==> src/rtl/dense_ctrl_pkg.sv <==
// Shared types and defaults for the dense-layer run controller and its benches.
// Latency: n/a (declarations only).
// Backpressure: n/a.
package dense_ctrl_pkg;

   // Result format: signed Q8.8 in a 16-bit word.
   localparam int FRAC_BITS = 8;
   localparam int DATA_W    = 16;

   // Default run timing; the accelerator-level benches reuse these.
   localparam int DEF_START_DELAY    = 10;
   localparam int DEF_TIMEOUT_CYCLES = 500000;
   localparam int DEF_CNT_W          = 20;

   // Run controller phases.
   typedef enum logic [2:0] {
      ST_IDLE  = 3'd0,
      ST_DELAY = 3'd1,
      ST_PULSE = 3'd2,
      ST_WAIT  = 3'd3,
      ST_HOLD  = 3'd4
   } run_state_e;

endpackage

==> src/rtl/cycle_timer.sv <==
// Phase counter: clear / load / increment / decrement with a terminal-count compare.
// Latency: count changes on the edge after a strobe; tc_hit compares the registered count.
// Backpressure: none; the owning FSM decides when to strobe.
module cycle_timer #(
   parameter int CNT_W = 20
) (
   input  logic             clk,
   input  logic             reset,
   input  logic             clear,
   input  logic             load,
   input  logic [CNT_W-1:0] load_val,
   input  logic             inc,
   input  logic             dec,
   input  logic [CNT_W-1:0] tc_val,
   output logic             tc_hit
);

   logic [CNT_W-1:0] cnt_q;
   logic [CNT_W-1:0] cnt_d;

   // Next count: clear beats load beats inc beats dec.
   always_comb begin
      cnt_d = cnt_q;
      if (clear) begin
         cnt_d = '0;
      end else if (load) begin
         cnt_d = load_val;
      end else if (inc) begin
         cnt_d = cnt_q + CNT_W'(1);
      end else if (dec) begin
         cnt_d = cnt_q - CNT_W'(1);
      end
   end

   // Count register.
   always_ff @(posedge clk) begin
      if (reset) begin
         cnt_q <= '0;
      end else begin
         cnt_q <= cnt_d;
      end
   end

   assign tc_hit = (cnt_q == tc_val);

endmodule

==> src/rtl/dense_run_controller.sv <==
// Host-side start/done initiator for the dense accelerator; captures the Q8.8 result.
// Latency: acc_start START_DELAY+1 cycles after an accepted run_req; result 1 cycle after a qualifying done.
// Backpressure: result held in HOLD until res_valid&&res_ready; run_req is ignored (not queued) while busy.
module dense_run_controller #(
   parameter int DATA_W         = dense_ctrl_pkg::DATA_W,
   parameter int START_DELAY    = dense_ctrl_pkg::DEF_START_DELAY,
   parameter int TIMEOUT_CYCLES = dense_ctrl_pkg::DEF_TIMEOUT_CYCLES,
   parameter int CNT_W          = dense_ctrl_pkg::DEF_CNT_W
) (
   input  logic              clk,
   input  logic              reset,
   input  logic              run_req,
   output logic              run_busy,
   output logic              acc_start,
   input  logic              acc_done,
   input  logic [DATA_W-1:0] acc_result,
   output logic              res_valid,
   input  logic              res_ready,
   output logic [DATA_W-1:0] res_data,
   output logic              res_timeout,
   output logic [7:0]        runs_ok,
   output logic [7:0]        runs_to
);

   import dense_ctrl_pkg::*;

   run_state_e        state_q, state_d;
   logic              arm_q, arm_d;
   logic              acc_start_q, acc_start_d;
   logic              run_busy_q, run_busy_d;
   logic              res_valid_q, res_valid_d;
   logic [DATA_W-1:0] res_data_q, res_data_d;
   logic              res_timeout_q, res_timeout_d;
   logic [7:0]        runs_ok_q, runs_ok_d;
   logic [7:0]        runs_to_q, runs_to_d;

   logic              tmr_clear;
   logic              tmr_load;
   logic              tmr_inc;
   logic              tmr_dec;
   logic [CNT_W-1:0]  tmr_tc_val;
   logic              tmr_tc;

   logic              done_hit;
   logic              to_hit;
   logic              res_hs;

   // In DELAY the terminal value is 1: the decrement that lands on zero ends the phase,
   // so PULSE is entered START_DELAY edges after the request and acc_start (registered
   // from PULSE) appears one edge later. In WAIT it is the last allowed wait cycle.
   assign tmr_tc_val = (state_q == ST_DELAY) ? CNT_W'(1) : CNT_W'(TIMEOUT_CYCLES - 1);

   // A done level only counts once a low has been seen this run (arm), which rejects a
   // done still held high from the previous run. Done beats the timeout.
   assign done_hit = (state_q == ST_WAIT) && arm_q && acc_done;
   assign to_hit   = (state_q == ST_WAIT) && !done_hit && tmr_tc;
   assign res_hs   = (state_q == ST_HOLD) && res_valid_q && res_ready;

   cycle_timer #(
      .CNT_W (CNT_W)
   ) u_timer (
      .clk      (clk),
      .reset    (reset),
      .clear    (tmr_clear),
      .load     (tmr_load),
      .load_val (CNT_W'(START_DELAY)),
      .inc      (tmr_inc),
      .dec      (tmr_dec),
      .tc_val   (tmr_tc_val),
      .tc_hit   (tmr_tc)
   );

   // State and registered outputs; reset aborts any run at this edge.
   always_ff @(posedge clk) begin
      if (reset) begin
         state_q       <= ST_IDLE;
         arm_q         <= 1'b0;
         acc_start_q   <= 1'b0;
         run_busy_q    <= 1'b0;
         res_valid_q   <= 1'b0;
         res_data_q    <= '0;
         res_timeout_q <= 1'b0;
         runs_ok_q     <= '0;
         runs_to_q     <= '0;
      end else begin
         state_q       <= state_d;
         arm_q         <= arm_d;
         acc_start_q   <= acc_start_d;
         run_busy_q    <= run_busy_d;
         res_valid_q   <= res_valid_d;
         res_data_q    <= res_data_d;
         res_timeout_q <= res_timeout_d;
         runs_ok_q     <= runs_ok_d;
         runs_to_q     <= runs_to_d;
      end
   end

   // Next state, timer strobes and arm flag.
   always_comb begin
      state_d   = state_q;
      arm_d     = arm_q;
      tmr_clear = 1'b0;
      tmr_load  = 1'b0;
      tmr_inc   = 1'b0;
      tmr_dec   = 1'b0;
      case (state_q)
         ST_IDLE: begin
            if (run_req) begin
               if (START_DELAY == 0) begin
                  state_d = ST_PULSE;
               end else begin
                  state_d  = ST_DELAY;
                  tmr_load = 1'b1;
               end
            end
         end
         ST_DELAY: begin
            tmr_dec = 1'b1;
            if (tmr_tc) begin
               state_d = ST_PULSE;
            end
         end
         ST_PULSE: begin
            // WAIT starts with a zero count and a disarmed done qualifier.
            tmr_clear = 1'b1;
            arm_d     = 1'b0;
            state_d   = ST_WAIT;
         end
         ST_WAIT: begin
            arm_d = arm_q | ~acc_done;
            if (done_hit || to_hit) begin
               state_d = ST_HOLD;
            end else begin
               tmr_inc = 1'b1;
            end
         end
         ST_HOLD: begin
            if (res_hs) begin
               state_d = ST_IDLE;
            end
         end
         default: begin
            state_d = ST_IDLE;
         end
      endcase
   end

   // Output register inputs: start pulse, busy, result capture/release and run counters.
   always_comb begin
      acc_start_d   = (state_q == ST_PULSE);
      run_busy_d    = (state_d != ST_IDLE);
      res_valid_d   = res_valid_q;
      res_data_d    = res_data_q;
      res_timeout_d = res_timeout_q;
      runs_ok_d     = runs_ok_q;
      runs_to_d     = runs_to_q;
      if (done_hit) begin
         res_valid_d   = 1'b1;
         res_data_d    = acc_result;
         res_timeout_d = 1'b0;
         runs_ok_d     = runs_ok_q + 8'd1;
      end else if (to_hit) begin
         res_valid_d   = 1'b1;
         res_data_d    = '0;
         res_timeout_d = 1'b1;
         runs_to_d     = runs_to_q + 8'd1;
      end else if (res_hs) begin
         res_valid_d   = 1'b0;
      end
   end

   assign acc_start   = acc_start_q;
   assign run_busy    = run_busy_q;
   assign res_valid   = res_valid_q;
   assign res_data    = res_data_q;
   assign res_timeout = res_timeout_q;
   assign runs_ok     = runs_ok_q;
   assign runs_to     = runs_to_q;

endmodule

==> config.mk <==
export PLATFORM = sky130hd
export DESIGN_NAME = dense_run_controller
export DESIGN_NICKNAME = d
export VERILOG_FILES = /design/src/rtl/dense_ctrl_pkg.sv /design/src/rtl/cycle_timer.sv /design/src/rtl/dense_run_controller.sv
export SDC_FILE = /design/constraint.sdc
export NUM_CORES = 1
export LEC_CHECK = 0
export ABC_AREA = 1
export BUFFER_PORTS_ARGS = -buffer_cell sky130_fd_sc_hd__buf_2
export CORE_MARGIN = 3
export CORE_UTILIZATION = 40
export DETAILED_ROUTE_END_ITERATION = 6
export MAX_ROUTING_LAYER = met4
export SLEW_MARGIN = 10
export SYNTH_ARGS = -nofsm -noshare
export SYNTH_HDL_FRONTEND = slang
export SYNTH_SLANG_ARGS = --single-unit
export TNS_END_PERCENT = 20
==> constraint.sdc <==
create_clock -name clk -period 4.2 [get_ports clk]
set_input_delay 0.21 -clock clk [delete_from_list [all_inputs] [get_ports clk]]
set_output_delay 0.21 -clock clk [all_outputs]
set_load 0.01 [all_outputs]
# Word level (Yosys, flattened, before mapping)
# Index checks and enable logic that the tools add are counted.
# W data, S select, Z words.
dict set report totals {
  register_bits 60
}
dict set report classes {
  addsub 4
  n_eq_ne 5
  mux 21
  n_bitwise 3
  n_reduce_logical 19
}
# cell n
set ops {}
lappend ops {{$mux W20} 2}
lappend ops {{$mux W16} 2}
lappend ops {{$add A20 B1 Y20 const B} 1}
lappend ops {{$eq A20 B19 Y1} 1}
lappend ops {{$sub A20 B1 Y20 const B} 1}
lappend ops {{$mux W19} 1}
lappend ops {{$add A8 B1 Y8 const B} 2}
lappend ops {{$pmux W3 S5} 1}
lappend ops {{$mux W3} 4}
lappend ops {{$mux W1} 9}
lappend ops {{$reduce_bool A3 Y1} 3}
lappend ops {{$eq A3 B2 Y1 const B} 2}
lappend ops {{$logic_and A1 B1 Y1} 6}
lappend ops {{$reduce_bool A2 Y1} 3}
lappend ops {{$mux W4} 1}
lappend ops {{$reduce_or A2 Y1} 2}
lappend ops {{$eq A3 B1 Y1 const B} 1}
lappend ops {{$eq A3 B3 Y1 const B} 1}
lappend ops {{$logic_not A3 Y1} 1}
lappend ops {{$reduce_or A3 Y1} 1}
lappend ops {{$not A1 Y1} 2}
lappend ops {{$pmux W1 S2} 1}
lappend ops {{$reduce_and A2 Y1} 1}
lappend ops {{$logic_not A1 Y1} 1}
lappend ops {{other kinds (2)} 2}

# Depth between registers and ports, before layout
dict set report logic_depth {
  depth_word 11
  depth_mapped 21
  ltp_nobuf 21
}

# Hierarchy
# Synthesis repeated with hierarchy kept, for this count alone.
dict set report unflattened {
  cells_unflattened 641
  area_unflattened_um2 4155.2
}
# module n_inst cells_each area_per_inst_um2 seq_area_each_um2
set by_module_without_submodules {}
lappend by_module_without_submodules {cycle_timer 1 397 2388.5 400.4}
lappend by_module_without_submodules {dense_run_controller 1 244 1766.7 800.8}

# Worst setup path after synthesis
# No wires, ideal clock.
dict set report synth_timing {
  kind {reg-to-reg}
  startpoint {register state_q[2]}
  endpoint {register u_timer.cnt_q[13]}
  t_arrival_ns 2.379
  t_required_ns 4.083
  path_slack_ns 1.704
  path_stages_with_launch 19
  path_buffers 0
  cell_sequence {dfxtp_1 inv_2 nand3_4 nand2_1 inv_1 nand2_1 nand2_1 nand3_2 nand3_4 ha_1 nand3_1 nand2_1 inv_1 o21ai_0 nand4_1 nand2_1 nand2_1 a21oi_1 nor2_1}
}
dict set report synth_between {
  elab_chain_len 10
}
# item line
set synth_lines {}
lappend synth_lines {{start: declaration} dense_run_controller.sv:27} ;# run_state_e state_q, state_d;
lappend synth_lines {{start signal: assignment} dense_run_controller.sv:86} ;# state_q <= state_d;
lappend synth_lines {{parallel branches: the longest is 10 deep, another holds $eq A20 B19 Y1} n/a}
lappend synth_lines {{end signal: assignment} cycle_timer.sv:40} ;# cnt_q <= cnt_d;
lappend synth_lines {{end: declaration} cycle_timer.sv:18} ;# logic [CNT_W-1:0] cnt_q;
# Several ways; the timed one is not identified.
# A chain may end at the register's enable or synchronous reset.

# Worst setup path after layout
dict set report layout_timing {
  startpoint {register state_q[0]}
  endpoint {register u_timer.cnt_q[13]}
}
# The elaborated chain is that of the path after synthesis.

==> results.json <==
{
  "syn_avg_cell_area_um2": 6.644,
  "final_common_cell": "nand2_1",
  "overflow": 0,
  "met2_usage": 0.3056,
  "cts_tree": "done",
  "critPathMaxFanout": 24,
  "use_met1": 0.2593,
  "vias_per_cell": 5.054,
  "slew_viol_final": 0,
  "fin_crit_sh": 0.7878,
  "timing.hold.ws_ns": 0.1140,
  "io_pins": 57,
  "clockRootBuffer": "clkbuf_8",
  "yosysUniqueCellTypes": 41,
  "layout_min_cycle_time_ns": 3.309,
  "synthArstFlopShare": 0,
  "post_cts_resize_count": 0,
  "fmax_mhz": 302.2,
  "hold_violations": 0,
  "synth_area_mm2": 0.003960,
  "busiest_layer": "met2",
  "drc": 0,
  "synth_seq_area_share": 0.3033,
  "worstSetupStartpointType": "flop",
  "ys_ff_latch": 60,
  "use_met3": 0.02817,
  "maxSlewHeadroom": 0.6102,
  "ant_nets": 0,
  "yosys_warnings": 0,
  "rsz0062_at_grt": "false",
  "grt_pass1_vias": 3653,
  "max-vdd-ir-drop_uv": 146.4,
  "syn_nets": 638,
  "initialDrtViolationCount": 173,
  "finalSetupViolations": 0,
  "firstDrtPassIters": 4,
  "die-width_um": 105.5,
  "track_usage": 0.1953,
  "most-common-layout-cells": "nand2_1 (137), nor2_1 (63), inv_1 (62), a21oi_1 (62), dfxtp_1 (60)",
  "skew_ns": 0.01070,
  "setup.reg_to_reg.worst_slack_ns": 0.89,
  "worstMarginPinSlew_ns": 0.5826,
  "clk_path_buf_depth": 2,
  "dpl.hpwl_um": 7753,
  "worstPathArrival_ns": 3.54,
  "grt_max_degree": 30,
  "cts-buffers-inserted": 9,
  "tns_ns": 0,
  "antenna_found_initial": 0,
  "clk_latency_ns": 0.34,
  "clock_sinks": 60,
  "gp_congestion": 0.8878,
  "htree_levels": 3,
  "vias": 3952,
  "cts_hold_buf": 0,
  "grt_pass1_wl_um": 17310,
  "cp_data_required_time_ns": 4.43,
  "post_cts_buffers": 0,
  "p_leak_nw": 2.224,
  "powerDensity_mw_per_mm2": 374.4,
  "portBuffers": 56,
  "status": "complete, no violations",
  "coreArea_mm2": 0.009415,
  "synth_cells": 596,
  "cap_viol_max_count": 0,
  "area_growth_pct": 13.97,
  "wl_um": 10290,
  "antennaDiodeCount": 0,
  "worstHoldPathType": "input pin to flop",
  "dieArea_mm2": 0.01113,
  "nNetsFinal": 690,
  "synth_edf_count": 0,
  "rows": 35,
  "routedWlPerCell_um": 13.15,
  "drive_above_1_share": 0.1485,
  "die_h_um": 105.5,
  "synth_flop_cell": "dfxtp_1",
  "clk_pin_slew_worst_paths_ns": 0.08,
  "start_util": 0.4206,
  "end_kind": "flop",
  "criticalPathCategory": "flop to flop"
}
-- through the flow --
stage	std cells	utilization	power, mW	cell area [um^2]	worst slack (ns)
final	782	0.4793	1.690	4513	0.8914
after global routing	782	0.4793	1.806	4513	0.6219
after CTS	782	0.4793	1.702	4513	0.9272
after detailed placement	766	0.4582	1.154	4314	0.9525
after global placement	766	0.4582	1.156	4314	1.011
after floorplan	596	-	1.045	3960	1.704
-- worst max-delay path, stage by stage, from the launching register on --
cell,delay [ns]
dfxtp_1,0.50
nand3_4,0.24
nand2_1,0.11
inv_1,0.04
nand2_1,0.05
nand2_1,0.07
nand3_2,0.12
nand3_4,0.28
ha_1,0.54
a21oi_1,0.12
nand2_1,0.14
inv_1,0.09
o21ai_0,0.36
nand4_1,0.21
nand2_1,0.11
nand2_1,0.05
a21oi_1,0.14
nor2_1,0.05
-- power breakdown --
part | total [mW] | switching [mW] | internal (mW)
logic | 0.526 | 0.331 | 0.196
registers | 0.624 | 0.0353 | 0.589
clock network | 0.539 | 0.261 | 0.278
-- worst paths after layout --
check,depth (start not counted),from,to
worst max-delay path,17,state_q[0],u_timer.cnt_q[13]
worst max register to register,17,state_q[0],u_timer.cnt_q[13]
worst min register to register,1,runs_ok[7],runs_ok[7]
worst min-delay path,3,acc_result[6],res_data[6]
-- per-layer routing --
layer | up-vias | wire length [um]
li1 | 2086 | -
met1 | 1765 | 5021
met2 | 87 | 4707
met3 | 14 | 370
met4 | 0 | 185
met5 | - | 0
-- cells in the mapped netlist, types with 2 or more instances --
cell type,n,area share
inv_2,4,0.0038
buf_2,4,0.0051
xnor2_1,13,0.029
or2_2,5,0.0079
inv_1,62,0.059
nand3_1,54,0.068
nor3_4,2,0.0082
clkbuf_1,6,0.0057
nand4_1,19,0.030
nand2_2,2,0.0032
nand3_4,2,0.0088
dfxtp_1,60,0.30
buf_4,2,0.0038
nand2_1,137,0.13
ha_1,20,0.063
nor4_1,2,0.0032
nor3_1,11,0.014
o21ai_1,4,0.0051
nand3_2,2,0.0051
o21ai_0,24,0.030
a21o_1,5,0.0095
xor2_1,5,0.011
a21oi_1,62,0.078
buf_6,3,0.0085
nand3b_1,4,0.0076
o21bai_1,4,0.0076
nor2_1,63,0.060
clkinv_1,2,0.0019
-- cells by family after synthesis --
family          Yosys count  share of synthesized area
buf+inv                  85                    0.09068
fa+ha+maj                21                    0.06825
flops                    60                     0.3033
simple gates            308                     0.3573
compound gates          104                     0.1406
xor+xnor                 18                    0.03981
-- registers in the layout, indices dropped and copies added, names as in the netlist --
signal and cells:
run_busy 1, acc_start 1, res_valid 1, arm_q 1, res_data 16, runs_ok 8
runs_to 8, u_timer.cnt_q 20, res_timeout 1, state_q 3
-- final cells by class --
class,count,area (um^2)
Fill cell,988,4902
Multi-Input combinational cell,451,2400
Sequential cell,60,1201
Timing Repair Buffer,57,287.8
Inverter,69,264.0
Tap cell,129,161.4
Clock buffer,9,123.9
Clock inverter,7,75.07
No activity file was read; power rests on OpenSTA's default activity.
